## src/rtl/mii_frame_generator.sv

```systemverilog
// mii_frame_generator
// Emits START / payload / TERM frames separated by programmable idle gaps on an
// NB-lane (8 bits per lane) data+ctrl bus. Payload can be a fixed 8'hAA pattern,
// an incrementing byte index or a PRBS-8 sequence reseeded at every frame.
//
// Handshake: every output is registered. o_valid marks the bus word as
// meaningful; a word is consumed on a rising clk edge where o_valid & i_ready.
// While i_ready is low the bus, state, counters and LFSR all hold. o_valid is
// low only in reset and rises on the first edge after reset release, without
// needing i_ready.
//
// The bus word is produced by one builder shared by all states. It takes a
// starting lane (lane 0 holds START for the first word of a frame), the
// payload bytes still owed, and the payload generator state. It fills payload
// lanes, places TERM in the first free lane after the payload and pads the
// rest with IDLE. If the payload exactly fills the word, no TERM fits. The next
// word is then built with zero payload bytes owed, which yields a TERM-only
// word with TERM in lane 0.
module mii_frame_generator #(
  parameter int          DATA_WIDTH = 64,
  parameter int          CTRL_WIDTH = 8,
  parameter logic [7:0]  IDLE_CODE  = 8'h07,
  parameter logic [7:0]  START_CODE = 8'hFB,
  parameter logic [7:0]  TERM_CODE  = 8'hFD,
  parameter int          LEN_W      = 16,
  parameter int          IPG_W      = 8,
  parameter logic [7:0]  LFSR_SEED  = 8'hFF
) (
  input  logic                  clk,
  input  logic                  i_rst,
  input  logic                  i_enable,
  input  logic [1:0]            i_mode,
  input  logic [LEN_W-1:0]      i_frame_len,
  input  logic [IPG_W-1:0]      i_ipg,
  input  logic                  i_ready,
  output logic [DATA_WIDTH-1:0] o_tx_data,
  output logic [CTRL_WIDTH-1:0] o_tx_ctrl,
  output logic                  o_valid,
  output logic                  o_busy,
  output logic [31:0]           o_frame_cnt,
  output logic [1:0]            o_dbg_state
);

  // CTRL_WIDTH is expected to equal NB (one control bit per lane).
  localparam int NB = DATA_WIDTH / 8;

  // Kind of word currently presented on the bus.
  typedef enum logic [1:0] {
    S_IDLE  = 2'd0,
    S_START = 2'd1,
    S_DATA  = 2'd2,
    S_TERM  = 2'd3
  } state_t;

  state_t           state;
  logic [LEN_W-1:0] rem;        // payload bytes not yet placed on the bus
  logic [7:0]       idx;        // incrementing-mode byte index for the next payload byte
  logic [7:0]       lfsr;       // PRBS state for the next payload byte
  logic [1:0]       mode_l;     // payload mode latched for the current frame
  logic [IPG_W-1:0] ipg_l;      // idle words required before the next START
  logic [IPG_W-1:0] gap_cnt;    // accepted idle words since the last frame
  logic             term_sent;  // current bus word carries TERM

  logic [LEN_W-1:0] len_eff;
  logic [IPG_W-1:0] ipg_eff;
  logic [IPG_W-1:0] gap_inc;
  logic             start_go;

  logic             b_first;
  logic [LEN_W-1:0] b_rem;
  logic [7:0]       b_lfsr;
  logic [7:0]       b_idx;
  logic [1:0]       b_mode;

  logic [DATA_WIDTH-1:0] w_data;
  logic [CTRL_WIDTH-1:0] w_ctrl;
  logic [LEN_W-1:0]      w_used;
  logic [7:0]            w_lfsr;
  logic [7:0]            w_idx;
  logic                  w_term;

  // Fibonacci LFSR, polynomial x^8 + x^6 + x^5 + x^4 + 1, shifting towards the MSB.
  function automatic logic [7:0] lfsr_next(input logic [7:0] s);
    lfsr_next = {s[6:0], s[7] ^ s[5] ^ s[4] ^ s[3]};
  endfunction

  // Payload byte for a given mode. Mode 3 behaves like mode 0.
  function automatic logic [7:0] payload_byte(input logic [1:0] mode,
                                              input logic [7:0] idx_v,
                                              input logic [7:0] lfsr_v);
    case (mode)
      2'd1:    payload_byte = idx_v;
      2'd2:    payload_byte = lfsr_v;
      default: payload_byte = 8'hAA;
    endcase
  endfunction

  assign o_dbg_state = state;

  // Zero length and zero gap are promoted to one.
  always_comb begin
    len_eff  = (i_frame_len == '0) ? LEN_W'(1) : i_frame_len;
    ipg_eff  = (i_ipg == '0) ? IPG_W'(1) : i_ipg;
    gap_inc  = (&gap_cnt) ? gap_cnt : gap_cnt + 1'b1;
    start_go = (state == S_IDLE) && i_enable && (gap_inc >= ipg_l);
  end

  // Select the builder inputs: fresh frame parameters in IDLE, running state otherwise.
  always_comb begin
    b_first = (state == S_IDLE);
    b_rem   = b_first ? len_eff : rem;
    b_lfsr  = b_first ? LFSR_SEED : lfsr;
    b_idx   = b_first ? 8'd0 : idx;
    b_mode  = b_first ? i_mode : mode_l;
  end

  // Build the next frame word lane by lane: START, payload, one TERM, then IDLE.
  always_comb begin
    w_data = {NB{IDLE_CODE}};
    w_ctrl = '1;
    w_used = '0;
    w_lfsr = b_lfsr;
    w_idx  = b_idx;
    w_term = 1'b0;
    for (int k = 0; k < NB; k++) begin
      if (k == 0 && b_first) begin
        w_data[7:0] = START_CODE;
      end else if (w_used < b_rem) begin
        w_data[8*k +: 8] = payload_byte(b_mode, w_idx, w_lfsr);
        w_ctrl[k]        = 1'b0;
        w_used           = w_used + 1'b1;
        w_idx            = w_idx + 8'd1;
        w_lfsr           = lfsr_next(w_lfsr);
      end else if (!w_term) begin
        w_data[8*k +: 8] = TERM_CODE;
        w_term           = 1'b1;
      end
    end
  end

  // Frame FSM and all registered outputs; everything advances only on acceptance.
  always_ff @(posedge clk or posedge i_rst) begin
    if (i_rst) begin
      state       <= S_IDLE;
      o_tx_data   <= {NB{IDLE_CODE}};
      o_tx_ctrl   <= '1;
      o_valid     <= 1'b0;
      o_busy      <= 1'b0;
      o_frame_cnt <= 32'd0;
      rem         <= '0;
      idx         <= 8'd0;
      lfsr        <= LFSR_SEED;
      mode_l      <= 2'd0;
      ipg_l       <= IPG_W'(1);
      gap_cnt     <= '0;
      term_sent   <= 1'b0;
    end else if (!o_valid) begin
      // First edge after reset: present the idle word as valid.
      o_valid <= 1'b1;
    end else if (i_ready) begin
      case (state)
        S_IDLE: begin
          if (start_go) begin
            mode_l    <= i_mode;
            ipg_l     <= ipg_eff;
            o_tx_data <= w_data;
            o_tx_ctrl <= w_ctrl;
            o_busy    <= 1'b1;
            rem       <= b_rem - w_used;
            lfsr      <= w_lfsr;
            idx       <= w_idx;
            term_sent <= w_term;
            gap_cnt   <= '0;
            state     <= S_START;
          end else begin
            o_tx_data <= {NB{IDLE_CODE}};
            o_tx_ctrl <= '1;
            o_busy    <= 1'b0;
            gap_cnt   <= gap_inc;
          end
        end
        default: begin
          if (term_sent) begin
            // TERM word accepted: frame complete, back to idle.
            o_frame_cnt <= o_frame_cnt + 32'd1;
            o_tx_data   <= {NB{IDLE_CODE}};
            o_tx_ctrl   <= '1;
            o_busy      <= 1'b0;
            term_sent   <= 1'b0;
            gap_cnt     <= '0;
            state       <= S_IDLE;
          end else begin
            o_tx_data <= w_data;
            o_tx_ctrl <= w_ctrl;
            o_busy    <= 1'b1;
            rem       <= b_rem - w_used;
            lfsr      <= w_lfsr;
            idx       <= w_idx;
            term_sent <= w_term;
            state     <= (rem == '0) ? S_TERM : S_DATA;
          end
        end
      endcase
    end
  end

endmodule
```

## config.mk

```make
export PLATFORM = sky130hd
export DESIGN_NAME = mii_frame_generator
export DESIGN_NICKNAME = d
export VERILOG_FILES = /design/src/rtl/mii_frame_generator.sv
export SDC_FILE = /design/constraint.sdc
export NUM_CORES = 1
export LEC_CHECK = 0
export BUFFER_PORTS_ARGS = -buffer_cell sky130_fd_sc_hd__buf_2
export CORE_MARGIN = 10
export CORE_UTILIZATION = 30
export DETAILED_ROUTE_END_ITERATION = 12
export PLACE_DENSITY = 0.47
export SLEW_MARGIN = 25
export SYNTH_ARGS = -nofsm -noshare
export SYNTH_HDL_FRONTEND = slang
export SYNTH_SLANG_ARGS = --single-unit
```

## constraint.sdc

```tcl
create_clock -name clk -period 39 [get_ports clk]
set_input_delay 1.95 -clock clk [delete_from_list [all_inputs] [get_ports clk]]
set_output_delay 1.95 -clock clk [all_outputs]
set_load 0.02 [all_outputs]
```

## Word level (Yosys, flattened, before mapping)

Index checks and enable logic that the tools add are counted.

- Add/sub/neg operators: 18
- Magnitude comparators: 9
- Equality and inequality tests: 4
- Muxes and demuxes: 103
- Bitwise logic cells: 25
- Reductions and logical operators: 14

Operators by type and width:

| operator | number |
|---|---|
| two-way mux 8 bit | 50 |
| two-way mux 16 bit | 12 |
| two-way mux 64 bit | 3 |
| case mux 8 bit (2 select lines) | 8 |
| adder 16 x 1 -> 16 bit (second input constant) | 7 |
| < comparator 16 bit | 7 |
| adder 8 x 1 -> 8 bit (second input constant) | 9 |
| adder 32 x 1 -> 32 bit (second input constant) | 1 |
| zero test 16 bit | 2 |
| two-way mux 1 bit | 26 |
| XOR 1 bit | 24 |
| < comparator 1 x 16 -> 1 bit (first input constant) | 1 |
| subtractor 16 bit | 1 |
| AND reduction 4 bit | 3 |
| greater-or-equal comparator 8 bit | 1 |
| zero test 8 bit | 1 |
| two-way mux 2 bit | 4 |
| AND reduction 8 bit | 1 |
| AND reduction 3 bit | 2 |
| == test 2 x 1 -> 1 bit (second input constant) | 1 |
| == test 2 bit (second input constant) | 1 |
| logical AND 1 bit | 2 |
| zero test 2 bit | 1 |
| inequality test 2 x 1 -> 1 bit (second input constant) | 1 |
| 4 further kinds | 4 |

- Flip-flop bits (word level): 159
- Bits of input ports: 30
- Output and inout port bits: 108
- Word-level logic and storage cells: 186

## Logic depth before layout (Yosys ltp)

- Word-level depth: 37
- Depth in mapped cells: 80
- Gate-level depth less buffers: 65

## Worst setup path before layout

No wires, ideal clock.

- Kind: in2reg
- Start: input i_frame_len[5]
- End: register rem[13]
- Library setup time: 0.133 ns
- Arrival: 17.267 ns
- Data required time: 38.867 ns
- Setup slack: 21.600 ns
- Stages: 77
- Buffers on the path: 14
- Path through: nor4_1 -> nand3_1 -> a2111oi_2 -> buf_2 -> nand2_1 -> clkbuf_1 -> nand2_1 -> inv_1 -> ha_1 -> ha_1 -> nor2_1 -> nor3_1 -> a2bb2oi_1 -> or2_0 -> clkbuf_1 -> clkbuf_1 -> clkbuf_1 -> nor2_1 -> (+41 left out) -> buf_2 -> buf_2 -> mux2_2 -> inv_1 -> ha_1 -> nor2b_1 -> o21ai_0 -> nand2b_1 -> a21o_1 -> a21o_1 -> a21o_1 -> a21o_1 -> nand2_1 -> nand2b_1 -> a2111oi_0 -> nor2_1 -> o31ai_1 -> o21ai_0

- Cells in the longest elaborated chain, start to end: 23
- Elaborated cells between the ends (all ways): 31
- Those cells by class: 8 x add/sub; 8 x order compare; 14 x mux; 1 x reduce/logical

Ends and longest elaborated chain:

| item | line | text |
|---|---|---|
| start, declared | 33 | `input logic [LEN_W-1:0] i_frame_len,` |
| zero test 16 bit | 102 | `len_eff = (i_frame_len == '0) ? LEN_W'(1) : i_frame_len;` |
| two-way mux 16 bit * | 102 |  |
| two-way mux 16 bit * | 111 | `b_rem = b_first ? len_eff : rem;` |
| < comparator 1 x 16 -> 1 bit | 128 | `end else if (w_used < b_rem) begin` |
| two-way mux 1 bit | 128 |  |
| two-way mux 1 bit | 126 | `if (k == 0 && b_first) begin` |
| adder 16 x 1 -> 16 bit / < comparator 16 bit (equally long branches) | 131, 128 |  |
| two-way mux 16 bit | 128 |  |
| (+7 left out) | n/a |  |
| two-way mux 16 bit | 128 |  |
| adder 16 x 1 -> 16 bit / < comparator 16 bit (equally long branches) | 131, 128 |  |
| two-way mux 16 bit | 128 |  |
| adder 16 x 1 -> 16 bit / < comparator 16 bit (equally long branches) | 131, 128 |  |
| two-way mux 16 bit | 128 |  |
| subtractor 16 bit * | 169, 196 |  |
| two-way mux 16 bit, on equally long branches | 183, 163 |  |
| two-way mux 16 bit * | 161 | `case (state)` |
| end signal, assigned | 169 | `rem <= b_rem - w_used;` |
| end signal, assigned | 196 | `rem <= b_rem - w_used;` |
| end, declared | 56 | `logic [LEN_W-1:0] rem;` |

Mark *: on every way between the ends. The rest lies on a longest branch, timed or not. The select of a mux whose other input is x is not followed.
A chain may end at the register's enable or synchronous reset.

## Worst setup path in the final report

Ends and elaborated chain as after synthesis.

==> impl_summary.log <==
[metrics] final total negative setup slack: 0 ns
[metrics] warning count from the yosys run: 0
[metrics] number of design-rule violations left by the first detailed-router iteration: 919
[metrics] nets@finish: 1688
[metrics] Clock H-tree levels: 4
[metrics] max-cap viol count: 0
[metrics] tightest slew margin relative to the limit: 0.362
[metrics] clock latency reported for the late side of the worst-skew pair: 0.48 ns
[metrics] result of the run: complete, no violations
[metrics] maximum vdd drop: 0.0300 mV
[metrics] total global routing overflow: 0
[metrics] detailed placement HPWL: 33200 um
[metrics] post-layout instance area: 0.0143 mm2
[metrics] area growth from synthesis to layout: 14.2%
[metrics] most frequent cell on the critical path: ha_1
[metrics] final period utilization: 0.465
[metrics] area enclosed by the die boundary: 0.0505 mm2
[metrics] sort of element at the start of the critical path: input port
[metrics] most used flip-flop cell after synthesis: dfrtp_1
[metrics] number of non-filler instances in the completed layout: 2147
[metrics] switching share of power: 0.273
[metrics] number of antenna violations at the first check in global routing: 0
[metrics] Tightest Pin Transition: 0.950 ns
[metrics] final hold viol count: 0
[metrics] cts bufs inserted: 17
[metrics] Post-CTS Setup Bufs: 0
[metrics] gate count of the mapped netlist: 1515
[metrics] clock tree from TritonCTS: yes
[metrics] clock transition at the registers of the reported paths: 0.07 ns
[metrics] WL/cell: 20.8 um
[metrics] share of flip-flops with an asynchronous set or reset: 1.00
[metrics] Post-Place Cells: 2115
[metrics] antenna-violating nets left: 0
[metrics] Root Buffer Master: clkbuf_16
[metrics] first-pass GRT wire length: 70100 um
[metrics] largest net degree at the start of global routing: 99
[metrics] clock tree skew after final layout: 0.0152 ns
[metrics] Setup Crit Path Kind: input port to flip-flop
[metrics] global placement routability congestion: 0.925
[metrics] CTS Buffer Depth: 2
[metrics] worst hold path type: flip-flop to flip-flop
[metrics] combinational share of power: 0.111
[metrics] relative contribution of sequential cells to total power: 0.448
[metrics] detailed-route DRC error count: 0
[metrics] number of global-route vias before repair: 11800
[metrics] Core Util, Final: 0.349
[metrics] standard cell core area: 0.0411 mm2
[metrics] vias after detailed routing: 11800
[metrics] setup repair after global routing missed its margin: no
[metrics] smallest setup slack after layout: 20.86 ns
[metrics] Net Switching: 104 uW
[metrics] number of pins exceeding their max-slew limit in the final report: 0
[metrics] post-synthesis sequential element count: 159
[metrics] crit path capture type: flip-flop
[metrics] synthesized cell area: 0.0126 mm2
[metrics] required time of the worst setup path: 39.34 ns
[metrics] internal power of the cells: 276 uW
[metrics] count of hold buffers inserted by post-cts repair: 0
[metrics] time the final worst path needs with I/O delays and setup: 18.14 ns
[metrics] die extent in x: 225 um
[metrics] maximum fanout along the worst path: 28
[metrics] vertical die dimension: 225 um
[metrics] effective utilization at floorplan: 0.306
[metrics] Post-synth EDFFs: 0
[metrics] Site Rows: 74
[metrics] data arrival time of the worst path: 18.48 ns
[metrics] Post-Place Setup Slack: 20.54 ns
[metrics] Final Setup Violations: 0
[metrics] total of cells resized after clock tree synthesis: 0
[metrics] via/cell ratio: 5.48
[metrics] Post-DP Area: 0.0138 mm2
[metrics] power density over the cells: 26.4 mW/mm2
[metrics] Slowest-stage cell, CP: a2111oi_0
[metrics] count of different cell masters after synthesis: 88
[metrics] mean instance size in the synthesized netlist: 8.29 um2
[metrics] area occupied by multi-input gates: 0.00803 mm2
[metrics] IO Pins: 138
[metrics] area taken by flip-flops and latches: 0.00403 mm2
[metrics] fraction of the yosys area taken by sequential cells: 0.321
[metrics] Diodes inserted: 0
[metrics] number of fillers in the final layout: 4354
[metrics] number of optimization iterations in the first detailed-route pass: 5
[metrics] layout cells sized above 1: 0.180
[metrics] Largest stage delay, worst path: 0.77 ns
[metrics] global router's overall resource usage: 0.178
[metrics] power share of the clock group: 0.441
[metrics] max frequency: 55.1 MHz
[metrics] CTS sink count: 159
[metrics] count of buffers from port buffering: 137
[metrics] leakage power: 6.25 nW
[metrics] total wire length after detailed routing: 44600 um
layout by cell type (no fill, tap or decap), types with 21 or more instances in the layout:
| cell type | Yosys | final |
|---|---|---|
| xor2_1 | 30 | 30 |
| dfstp_2 | 41 | 41 |
| nor3_1 | 51 | 50 |
| ha_1 | 55 | 55 |
| xnor2_1 | 81 | 81 |
| nor2_1 | 121 | 120 |
| a21oi_1 | 89 | 89 |
| nand2_1 | 182 | 180 |
| a21o_1 | 21 | 21 |
| mux2i_1 | 36 | 36 |
| nand3_1 | 39 | 39 |
| a31oi_1 | 23 | 22 |
| buf_2 | 16 | 137 |
| dfrtp_1 | 118 | 118 |
| mux2_2 | 21 | 21 |
| o21ai_0 | 122 | 122 |
| buf_4 | 1 | 24 |
| inv_1 | 43 | 42 |
cell families (layout without fill, tap and decap cells):
| family | count (synthesis) | count (layout) | synth area share |
|---|---|---|---|
| multiplexers | 57 | 57 | 0.0475 |
| AND/OR/NAND/NOR | 520 | 520 | 0.195 |
| AO/OA/AOI/OAI | 459 | 459 | 0.247 |
| other | 2 | 9 | 0.000598 |
| buffers and inverters | 145 | 238 | 0.0458 |
| flip-flops | 159 | 159 | 0.321 |
| adder cells (fa/ha/maj) | 56 | 56 | 0.0564 |
| XOR/XNOR | 117 | 117 | 0.0872 |
worst max-delay path: cells and delay by family:
family / cells / cell delay, ns
XOR/XNOR: 2 / 0.70
buffers and inverters: 7 / 1.17
multiplexers: 2 / 0.85
adder cells (fa/ha/maj): 8 / 2.11
AO/OA/AOI/OAI: 26 / 7.48
AND/OR/NAND/NOR: 20 / 4.19
synthesized netlist by cell type (16+ instances only):
cell type  instances  area [um2]
a21o_1            21         158
a31oi_1           23         144
clkbuf_1          76         285
a22oi_1           19         143
buf_2             16        80.1
nand3_1           39         195
a211oi_1          17         128
inv_1             43         161
a21oi_1           89         445
ha_1              55         688
xnor2_1           81         709
nand2_1          182         683
mux2_2            21         236
and3_1            16         100
and2_1            20         125
mux2i_1           36         360
dfrtp_1          118        2950
xor2_1            30         263
nor2_1           121         454
o21ai_0          122         611
nand4_1           18         113
dfstp_2           41        1080
nor3_1            51         255
final cells by class:
class / instances / share of cell area
clock buffer: 21 / 0.0328
clock inverter: 11 / 0.00750
inverter: 45 / 0.0121
multi-input combinational: 1218 / 0.560
sequential: 159 / 0.281
tap: 532 / 0.0464
timing repair buffer: 161 / 0.0604
sequential cells by signal, indices dropped and copies added, names as in the netlist:
signal / count
idx: 8
term_sent: 1
o_busy: 1
gap_cnt: 8
ipg_l: 8
o_frame_cnt: 32
o_tx_data: 64
o_dbg_state: 2
mode_l: 2
o_tx_ctrl: 8
o_valid: 1
rem: 16
lfsr: 8
power groups by stage:
stage	sequential (mW)	combinational, mW	clock [mW]
6_report	0.170	0.0420	0.167
5_1_grt	0.170	0.0475	0.180
4_1_cts	0.170	0.0424	0.176
3_5_place_dp	0.173	0.0424	0
3_3_place_gp	0.173	0.0417	0
2_1_floorplan	0.173	0.0281	0
stage by stage:
step | hold slack (ns) | power, mW
2_1_floorplan | 0.472 | 0.201
3_3_place_gp | 0.455 | 0.214
3_5_place_dp | 0.460 | 0.215
4_1_cts | 0.467 | 0.389
5_1_grt | 0.496 | 0.397
6_report | 0.460 | 0.379
metal layers:
| metal | GRT usage | wire, um | vias to the layer above |
|---|---|---|---|
| li1 | - | - | 5683 |
| met3 | 0.0370 | 2320 | 60 |
| met4 | 0.0728 | 1250 | 0 |
| met2 | 0.283 | 20400 | 332 |
| met1 | 0.231 | 20600 | 5698 |
| met5 | 0 | 0 | - |
worst paths after layout:
path / slack, ns / endpoint / depth (start not counted) / from
hold reg to reg: 0.46 / o_frame_cnt[31] / 1 / o_frame_cnt[31]
min in group asynchronous: 1.67 / o_tx_data[21] / 2 / i_rst
max in group asynchronous: 35.90 / idx[5] / 3 / i_rst
setup reg to reg: 21.50 / rem[13] / 65 / o_dbg_state[1]
setup / recovery: 20.86 / rem[13] / 65 / i_frame_len[5]
hold / removal: 0.46 / o_frame_cnt[31] / 1 / o_frame_cnt[31]
No activity file was read; power rests on OpenSTA's default activity.
